===== config.mk =====
export PLATFORM = sky130hd
export DESIGN_NAME = async_fifo_rd_stream
export DESIGN_NICKNAME = d
export VERILOG_FILES = /design/src/rtl/async_fifo_rd_pkg.sv /design/src/rtl/async_fifo_rd_skidbuf.sv /design/src/rtl/async_fifo_rd_stream.sv
export SDC_FILE = /design/constraint.sdc
export NUM_CORES = 1
export LEC_CHECK = 0
export CAP_MARGIN = 20
export CORE_UTILIZATION = 25
export CTS_CLUSTER_DIAMETER = 200
export DETAILED_ROUTE_END_ITERATION = 7
export GPL_ROUTABILITY_DRIVEN = 1
export SLEW_MARGIN = 20
export SYNTH_ARGS = -nofsm -noshare
export SYNTH_HDL_FRONTEND = slang
export SYNTH_SLANG_ARGS = --single-unit
export TNS_END_PERCENT = 10

===== constraint.sdc =====
create_clock -name rclk -period 4.34 [get_ports rclk]
set_input_delay 0.434 -clock rclk [delete_from_list [all_inputs] [get_ports rclk]]
set_output_delay 0.434 -clock rclk [all_outputs]
set_load 0.01 [all_outputs]

===== src/rtl/async_fifo_rd_pkg.sv =====
// Shared types and helpers for the async FIFO read-side drain engine.
// occ_t is sized for the largest supported output buffer (4 entries).
package async_fifo_rd_pkg;

   localparam int DSIZE_DEF = 8;
   localparam int CNT_W_DEF = 16;
   localparam int OCC_W     = 3;

   typedef logic [OCC_W-1:0] occ_t;

   // A new pop may issue only if every word already owned (buffered or in flight),
   // less the one leaving this cycle, still leaves a free slot.
   function automatic logic slot_free(input occ_t occ, input logic infl,
                                      input logic xfer, input occ_t depth);
      logic [OCC_W:0] owned;
      logic [OCC_W:0] limit;
      owned = {1'b0, occ} + {{OCC_W{1'b0}}, infl};
      limit = {1'b0, depth} + {{OCC_W{1'b0}}, xfer};
      return (owned < limit);
   endfunction

endpackage


===== src/rtl/async_fifo_rd_skidbuf.sv =====
// Small circular output buffer; occupancy doubles as the buffer state
// (EMPTY, ONE, ... FULL), head entry is presented combinationally.
module async_fifo_rd_skidbuf
   import async_fifo_rd_pkg::*;
#(
   parameter int DSIZE     = DSIZE_DEF,
   parameter int BUF_DEPTH = 2
) (
   input  logic             clk_i,
   input  logic             rst_ni,
   input  logic             push_i,
   input  logic [DSIZE-1:0] push_data_i,
   input  logic             pop_i,
   output logic [DSIZE-1:0] head_o,
   output occ_t             occ_o
);

   logic [DSIZE-1:0] mem_q [0:3];
   logic [1:0]       wr_ptr_q;
   logic [1:0]       rd_ptr_q;
   occ_t             occ_q;

   function automatic logic [1:0] next_ptr(input logic [1:0] p);
      return (p == 2'(BUF_DEPTH - 1)) ? 2'd0 : p + 2'd1;
   endfunction

   // Storage, pointers and occupancy; push and pop on the same edge keep occupancy.
   always_ff @(posedge clk_i or negedge rst_ni) begin
      if (!rst_ni) begin
         for (int i = 0; i < 4; i++) begin
            mem_q[i] <= '0;
         end
         wr_ptr_q <= 2'd0;
         rd_ptr_q <= 2'd0;
         occ_q    <= occ_t'(0);
      end else begin
         if (push_i) begin
            mem_q[wr_ptr_q] <= push_data_i;
            wr_ptr_q        <= next_ptr(wr_ptr_q);
         end
         if (pop_i) begin
            rd_ptr_q <= next_ptr(rd_ptr_q);
         end
         case ({push_i, pop_i})
            2'b10:   occ_q <= occ_q + occ_t'(1);
            2'b01:   occ_q <= occ_q - occ_t'(1);
            default: occ_q <= occ_q;
         endcase
      end
   end

   assign head_o = mem_q[rd_ptr_q];
   assign occ_o  = occ_q;

endmodule


===== src/rtl/async_fifo_rd_stream.sv =====
// Read-side drain engine: pops the async FIFO in the rclk domain and streams
// words out through a small buffer as valid/ready, counting delivered words.
module async_fifo_rd_stream
   import async_fifo_rd_pkg::*;
#(
   parameter int DSIZE     = DSIZE_DEF,
   parameter int RD_LAT    = 0,
   parameter int BUF_DEPTH = 2,
   parameter int CNT_W     = CNT_W_DEF
) (
   input  logic                           rclk,
   input  logic                           rrst_n,
   input  logic                           rd_en,
   input  logic                           rempty,
   input  logic [DSIZE-1:0]               rdata,
   output logic                           rinc,
   output logic [DSIZE-1:0]               m_data,
   output logic                           m_valid,
   input  logic                           m_ready,
   output logic [$clog2(BUF_DEPTH+1)-1:0] occ,
   output logic [CNT_W-1:0]               pop_cnt
);

   localparam int OCC_OUT_W = $clog2(BUF_DEPTH + 1);

   logic             run_q;
   logic             infl_q;
   logic             infl_d;
   logic [CNT_W-1:0] pop_cnt_q;
   logic [CNT_W-1:0] pop_cnt_d;
   occ_t             buf_occ_s;
   logic             xfer_s;
   logic             rinc_s;
   logic             cap_s;

   assign m_valid = (buf_occ_s != occ_t'(0));
   assign xfer_s  = m_valid && m_ready;

   // run_q holds off pops for the first edge after reset release.
   assign rinc_s = run_q && rd_en && !rempty &&
                   slot_free(buf_occ_s, infl_q, xfer_s, occ_t'(BUF_DEPTH));
   assign cap_s  = (RD_LAT == 0) ? rinc_s : infl_q;

   // Next-state for the in-flight flag and the delivered-word counter.
   always_comb begin
      infl_d    = (RD_LAT == 1) && rinc_s;
      pop_cnt_d = pop_cnt_q;
      if (xfer_s) begin
         pop_cnt_d = pop_cnt_q + CNT_W'(1);
      end else begin
         pop_cnt_d = pop_cnt_q;
      end
   end

   // Control registers; reset discards any word still in flight.
   always_ff @(posedge rclk or negedge rrst_n) begin
      if (!rrst_n) begin
         run_q     <= 1'b0;
         infl_q    <= 1'b0;
         pop_cnt_q <= '0;
      end else begin
         run_q     <= 1'b1;
         infl_q    <= infl_d;
         pop_cnt_q <= pop_cnt_d;
      end
   end

   async_fifo_rd_skidbuf #(
      .DSIZE     (DSIZE),
      .BUF_DEPTH (BUF_DEPTH)
   ) u_buf (
      .clk_i       (rclk),
      .rst_ni      (rrst_n),
      .push_i      (cap_s),
      .push_data_i (rdata),
      .pop_i       (xfer_s),
      .head_o      (m_data),
      .occ_o       (buf_occ_s)
   );

   assign rinc    = rinc_s;
   assign occ     = buf_occ_s[OCC_OUT_W-1:0];
   assign pop_cnt = pop_cnt_q;

endmodule


==> results.txt, run 1 <==
The number of nets in the layout came out at 231. The final instance area came out at 3130 um2. In this run the core area contains 36 standard-cell rows. The number of antenna violations at the first check in global routing was 0. The H-tree depth came out at 2. The buffer type at the clock tree root is sky130_fd_sc_hd__clkbuf_8. The highest fanout seen on the critical path is 10. Pin placement for this block handled 41 I/O pins. The min-delay analysis places its worst path in the category primary input to asynchronous set/reset pin. The clock-pin transition on the worst setup and hold timing paths came out at 0.09 ns. In the synthesized netlist the dominant register cell turns out to be sky130_fd_sc_hd__dfrtp_1. STA classifies the critical path startpoint as a flip-flop. The mean area per synthesized cell is 14.4 um2. The via count of the first global-routing pass came out at 1523. The endpoint required time on the critical path is 3.91 ns. The slew at the pin closest to its max-slew limit came out at 0.706 ns.

The share of the synthesized area in the top cell type came out at 55.9%. The die boundary height came out at 102 um. The detail-routed net length per standard cell is 13.3 um. The post-detailed-route via-to-cell ratio is 4.14. The worst setup path is captured at an output pin. On the final layout, the worst clock skew is 0.00823 ns. The die covers 10400 um2.

The number of distinct library cells after synthesis is 30. The starting density of the core is 25.7%. VDD sags by at most 290 uV. TritonCTS built the clock tree. The routability-driven placement congestion ratio came out at 0.728.

The count of buffers added by post-CTS timing repair for setup came out at 0. The final setup violation count is 0. The synthesized design spends more area on one cell type than any other, namely sky130_fd_sc_hd__dfrtp_1. By area the synthesized netlist is led by sky130_fd_sc_hd__dfrtp_1 56%, sky130_fd_sc_hd__mux2_2 14%, sky130_fd_sc_hd__mux4_2 7.2%. The hold buffer count at CTS came out at 0.

The Yosys warning count came out at 0. The die is 102 um wide. The worst stage delay on the critical path came out at 0.76 ns. The power per standard cell area is 528 nW/um2. The area inside the core boundary came out at 9730 um2. The detailed router placed 1440 vias in this run. The cell leakage power is 1.36 nW. The area overhead of the layout relative to synthesis came out at 25.1%.

The number of enable flip-flop cells after synthesis came out at 0. The data arrival time of the worst path is 2.15 ns. The cell area after placement came out at 3040 um2. Counting flops and latches in the post-synthesis netlist gives 56. The number of buffers added on ports is 40. The number of buffers on the longest clock path is 2.

The maximum clock frequency is 388 MHz. The share of the clock period used by the worst path is 59.5%. The gate family responsible for the most delay along the worst path is flip-flops. The overall routing resource usage is 9.78%.

Counting every instance in the synthesized netlist gives 174. The async set-reset flop share out of synthesis is 100%. Clock tree synthesis inserted a total of 5 buffers.

The total design power came out at 1.65 mW. The net count after synthesis is 190. The sequential cell area fraction in the yosys report came out at 55.9%. For this block, the routed nets add up to 4640 um of wire. The first global-routing pass estimated 7680 um of wire. Setup repair after global routing left no endpoint under its margin.

The number of inserted diodes is 0. The post-synth design cell area is 2500 um2. The pin count of the biggest net entering global routing is 57. The first TritonRoute pass finished after 4 iterations. Traced cell by cell, the critical path runs through mux4_2, clkdlybuf4s50_1. The minimum clock period came out at 2.58 ns. The clock latency reported for the late side of the worst-skew pair is 0.30 ns. The detailed router's first-iteration violation count is 71.

The number of buffers and inverters on the critical path is 1. The kind of critical path is flip-flop to output pin. The half-perimeter wire length after placement is 3240 um. Cells with a size suffix above 1 make up 25.6% of the layout. The number of maximum-capacitance constraint violations came out at 0.

The total overflow reported by the global router is 0. The post-route DRC violation count came out at 0. For this design, the sink count on the clock tree is 56. For this run, the share of the core covered by cells in the final layout is 32.2%. The hold violation count in the final report came out at 0. Among all stages on the critical path, the largest delay is contributed by sky130_fd_sc_hd__dfrtp_1. The aggregate negative setup slack came out at 0 ns. The post-detailed-route count of antenna-violating nets came out at 0. The total count of max-transition violations in the final report came out at 0.

The headroom to the max-slew limit came out at 53.0%. Once the clock tree was built, the resizer swapped 0 gates to a different size. The flow ran to the end, and the final reports show no timing, DRC or antenna violations.
==> area by class of cell <==
class / count / area, um2
clock buffers: 7 / 96.3
fillers: 997 / 6600
well taps: 133 / 166
multi-input cells: 105 / 1040
repair buffers: 41 / 403
flip-flops and latches: 56 / 1400
inverters: 6 / 22.5
==> logic make-up after synthesis <==
group	Yosys count	synth area share, %
flip-flops	56	55.9
buffers and inverters	13	2.40
AO/OA/AOI/OAI	4	1.75
XOR/XNOR	20	6.99
other	1	0.150
multiplexers	41	22.0
adder cells (fa/ha/maj)	3	1.80
AND/OR/NAND/NOR	36	8.99
==> metrics by stage <==
step                std cells  worst slack (ns)  hold slack [ns]
CTS                       348              1.67            0.294
global placement          341              1.92            0.470
finish                    348              1.76            0.261
global route              348              1.59            0.329
floorplan                 174              2.31            0.138
detailed placement        341              1.85            0.483
==> cells in the mapped netlist, drive strengths merged, types with 2 or more instances <==
library cell	instances
nand4	6
nor2	5
and3	2
mux4	8
buf	6
nand3	2
dfrtp	56
nor3	4
nand2	10
xnor2	13
ha	2
xor2	7
mux2	32
inv	6
a21boi	2
==> layout by cell type, fill, tap and decap left out, drive strengths merged, types with 2 or more instances in the layout <==
cell,instances
buf,2
clkbuf,7
nor2,5
inv,6
xnor2,13
a21boi,2
clkdlybuf4s50,39
nor3,4
ha,2
dfrtp,56
xor2,7
nand2,10
mux2,32
nand3,2
mux4,8
nand4,6
and3,2
==> power by group <==
part	internal (mW)	switching (mW)
clock	0.142	0.153
sequential	0.646	0.136
combinational	0.378	0.200
total	1.17	0.488
==> layer usage <==
metal | GRT usage (%) | up-vias | wire, um
met2 | 15.7 | 30 | 2270
met3 | 2.33 | 0 | 154
met5 | 0 | - | 0
li1 | - | 684 | -
met4 | 2.64 | 0 | 0
met1 | 13.2 | 726 | 2220
==> state kept, by name, summed over array words and instances (netlist names) <==
name and cells:
u_buf.mem_q 32, pop_cnt 16, u_buf.rd_ptr_q 2, u_buf.wr_ptr_q 2, run_q 1, u_buf.occ_o 3
==> final timing paths <==
| kind | cells after the start | from | slack, ns | end |
|---|---|---|---|---|
| worst min-delay path | 2 | rrst_n | 0.26 | u_buf.mem_q[18] |
| worst min register to register | 1 | pop_cnt[15] | 0.49 | pop_cnt[15] |
| min in group rclk | 1 | pop_cnt[15] | 0.49 | pop_cnt[15] |
| worst max-delay path | 2 | u_buf.rd_ptr_q[0] | 1.76 | m_data[0] |
| max in group asynchronous | 2 | rrst_n | 3.60 | pop_cnt[0] |
| worst max register to register | 8 | u_buf.occ_o[0] | 2.06 | u_buf.occ_o[2] |
==> worst reg2reg max path: cells and delay by family, from the launching register on <==
| kind | cells | cell delay (ns) |
|---|---|---|
| flops | 1 | 0.46 |
| simple gates | 1 | 0.06 |
| xor+xnor | 2 | 0.27 |
| fa+ha+maj | 2 | 0.43 |
| buf+inv | 2 | 0.30 |
| compound gates | 1 | 0.64 |
(Power assumes the default switching activity.)
==> inputs of run 2 (changes only) <==
Clock period 4.34 ns to 2.5 ns, I/O delays scaled along.
==> run 2 against run 1 <==
Effect of this change:
- die area unchanged
- wire length up 0.84%
- sequential cell count unchanged
- critical path depth up 1
- setup slack worse by 1.4 ns
- clock power up 98%
- first-iteration DRC count down 68%
- final area up 1.8%
- sequential share of layout area down 0.77 points
- via count up 1.6%
- clock skew up 0.0011 ns
- register-to-register slack worse by 1.5 ns
- largest power group unchanged
==> results.txt, run 2 (synthesis results as in run 1) <==
The flow ran to the end, and the final reports show no timing, DRC or antenna violations. The hold violation count in the final report came to 0 (unchanged). The via count of the first global-routing pass is 1601 (+5.1%). The area overhead of the layout relative to synthesis is 27.3%. Counting flops per register, the top entry is u_buf.mem_q. The path depth of the worst reg2reg path came out at 9 (+1).

The cell area after placement came out at 3070 um2 (+0.99%). The final setup violation count is 0 (unchanged). STA classifies the critical path startpoint as a flip-flop. The number of clock sinks came out at 56 (unchanged). The reg-to-reg startpoint is u_buf.occ_o[0]. The sequential cell area in the final layout came out at 1400 um2 (unchanged). Setup repair after global routing left no endpoint under its margin.

The power per standard cell area is 936 nW/um2 (+77%). Of the available clock period, the critical path in the final layout requires 84.0%. The worst setup slack after layout came out at 0.401 ns (-1.36 ns). The endpoint required time on the critical path is 2.25 ns (-1.66 ns). The library cell used most frequently in the layout, excluding fill and tap cells, is sky130_fd_sc_hd__dfrtp_1. The number of placed cells counting well taps came out at 345 (+1.2%). The total overflow reported by the global router is 0 (unchanged). The post-detailed-route via-to-cell ratio is 4.13 (-0.12%).

The cell leakage power is 1.38 nW (+2.0%). The number of antenna violations at the first check in global routing is 0 (unchanged). The met2 wirelength from detailed routing is 2270 um (unchanged).

The clock latency reported for the late side of the worst-skew pair came out at 0.30 ns (about the same). The total design power came out at 2.99 mW (+80%). The area inside the core boundary came out at 9730 um2 (unchanged).

Signal routing reaches up to met4. The proportion of layout cells with a drive suffix above 1 came out at 27.1% (+1.6 points). The horizontal die dimension is 102 um (unchanged). The setup clock skew after layout came out at 0.00931 ns (+0.00108 ns). The headroom to the max-slew limit came out at 64.9% (+12 points). The minimum clock period is 2.10 ns.

The routability-driven placement congestion ratio was 0.705 (-3.2%). The post-route DRC violation count is 0 (unchanged). The data arrival time of the worst path is 1.85 ns (-0.30 ns). The number of inserted diodes came to 0 (unchanged).

The overall routing resource usage was 10.1% (+0.29 points). The routed wire length on met3 is 164 um (+6.5%). The setup slack on the worst flop-to-flop path is 0.60 ns (-1.46 ns). The detailed router's first-iteration violation count is 23 (-68%). The detail-routed net length per standard cell came to 13.2 um (-0.87%). The number of top-level pins is 41 (unchanged).

The met1 layer wirelength in the final routing is 2230 um (+0.59%). The global-route wire length before repair was 8040 um (+4.7%). The number of vias after detailed routing is 1463 (+1.6%). The worst slack after detailed placement is 0.324 ns (-1.53 ns). The number of buffers on the longest clock path is 2 (unchanged). The worst setup path is of the flip-flop to output pin kind. The post-detailed-route count of antenna-violating nets is 0 (unchanged).

The post-layout utilization of the core is 32.8% (+0.57 points). The clock buffer count from CTS is 5 (unchanged). The total detailed-routing wirelength came out at 4680 um (+0.84%). The worst vdd rail ir drop came to 463 uV (+60%). The clock-pin transition on the worst setup and hold timing paths came out at 0.10 ns (about the same). The pin count of the biggest net entering global routing came out at 40 (-30%). The slew at the pin closest to its max-slew limit is 0.525 ns (-0.181 ns). The buffer type at the clock tree root is sky130_fd_sc_hd__clkbuf_8. The H-tree depth came out at 2 (unchanged). The number of search-and-repair iterations in the first detailed-routing pass came out at 3 (-1). TritonCTS built the clock tree. STA classifies the critical path endpoint as an output pin. The path class of the lowest-slack min-delay path is primary input to asynchronous set/reset pin. The area taken by multi-input logic gates is 1040 um2 (unchanged).

The final cell count without fillers is 354 (+1.7%). The post-cts sizing count is 0 (unchanged). The number of maximum-capacitance constraint violations came out at 0 (unchanged). The count of standard-cell rows is 36 (unchanged).

The die boundary height came out at 102 um (unchanged). The flip-flop count of the largest register, all copies and words added is 32 (unchanged). The worst flop-to-flop path endpoint is u_buf.occ_o[2]. The number of filler cells placed in the layout is 998 (+0.10%). The half-perimeter wire length after placement came out at 3320 um (+2.4%). The full die area came out at 10400 um2 (unchanged).

The top cell types in the final layout, fill and taps aside, are 56 x sky130_fd_sc_hd__dfrtp_1, 39 x sky130_fd_sc_hd__clkdlybuf4s50_1, 32 x sky130_fd_sc_hd__mux2_2, 13 x sky130_fd_sc_hd__xnor2_1, 10 x sky130_fd_sc_hd__nand2_1. The total count of max-transition violations in the final report is 0 (unchanged). The maximum clock frequency is 476 MHz.

The aggregate negative setup slack came to 0 ns (unchanged). The starting density of the core came out at 25.7% (unchanged). The number of nets in the layout came out at 236 (+2.2%). The number of buffers added on ports is 40 (unchanged). The worst hold slack came to 0.398 ns (+0.137 ns).

The highest fanout seen on the critical path came out at 5 (-5). The final instance area came out at 3190 um2 (+1.8%).
==> run 2: routing by layer <==
| metal | global-route usage [%] | vias up |
|---|---|---|
| met5 | 0 | - |
| met4 | 2.31 | 0 |
| met3 | 2.26 | 2 |
| met2 | 17.0 | 26 |
| met1 | 13.2 | 739 |
| li1 | - | 696 |
==> run 2: worst max-delay path, cell delays in order (launching register included) <==
cell and delay [ns]:
sky130_fd_sc_hd__dfrtp_1 0.36, sky130_fd_sc_hd__buf_4 0.17, sky130_fd_sc_hd__mux4_2 0.53, sky130_fd_sc_hd__clkdlybuf4s50_1 0.49
==> run 2: area by class of cell <==
| class | instances | share of cell area (%) |
|---|---|---|
| timing repair buffer | 46 | 13.9 |
| inverter | 6 | 0.706 |
| multi-input combinational | 105 | 32.7 |
| clock buffer | 5 | 2.16 |
| tap | 133 | 5.22 |
| sequential | 56 | 44.0 |
| clock inverter | 3 | 1.33 |
==> run 2: worst max-delay path by stage <==
stage                                  from             end  slack (ns)
after floorplan              u_buf.occ_o[0]  u_buf.occ_o[2]        0.47
after global placement              m_ready  u_buf.mem_q[9]        0.36
after detailed placement            m_ready  u_buf.occ_o[2]        0.32
after CTS                 u_buf.rd_ptr_q[0]       m_data[1]        0.36
after global routing      u_buf.rd_ptr_q[0]       m_data[1]        0.30
final                     u_buf.rd_ptr_q[0]       m_data[6]        0.40
==> run 2: report_power, final <==
group	total, mW	switching [mW]	internal, mW
Clock	0.584	0.287	0.297
Sequential	1.32	0.195	1.12
Combinational	1.08	0.402	0.683
==> run 2: timing repair <==
item / CTS / global route
setup buffers: 0 / 0
hold buffers: 1 / 0
endpoints found under the hold margin: 17 / 0
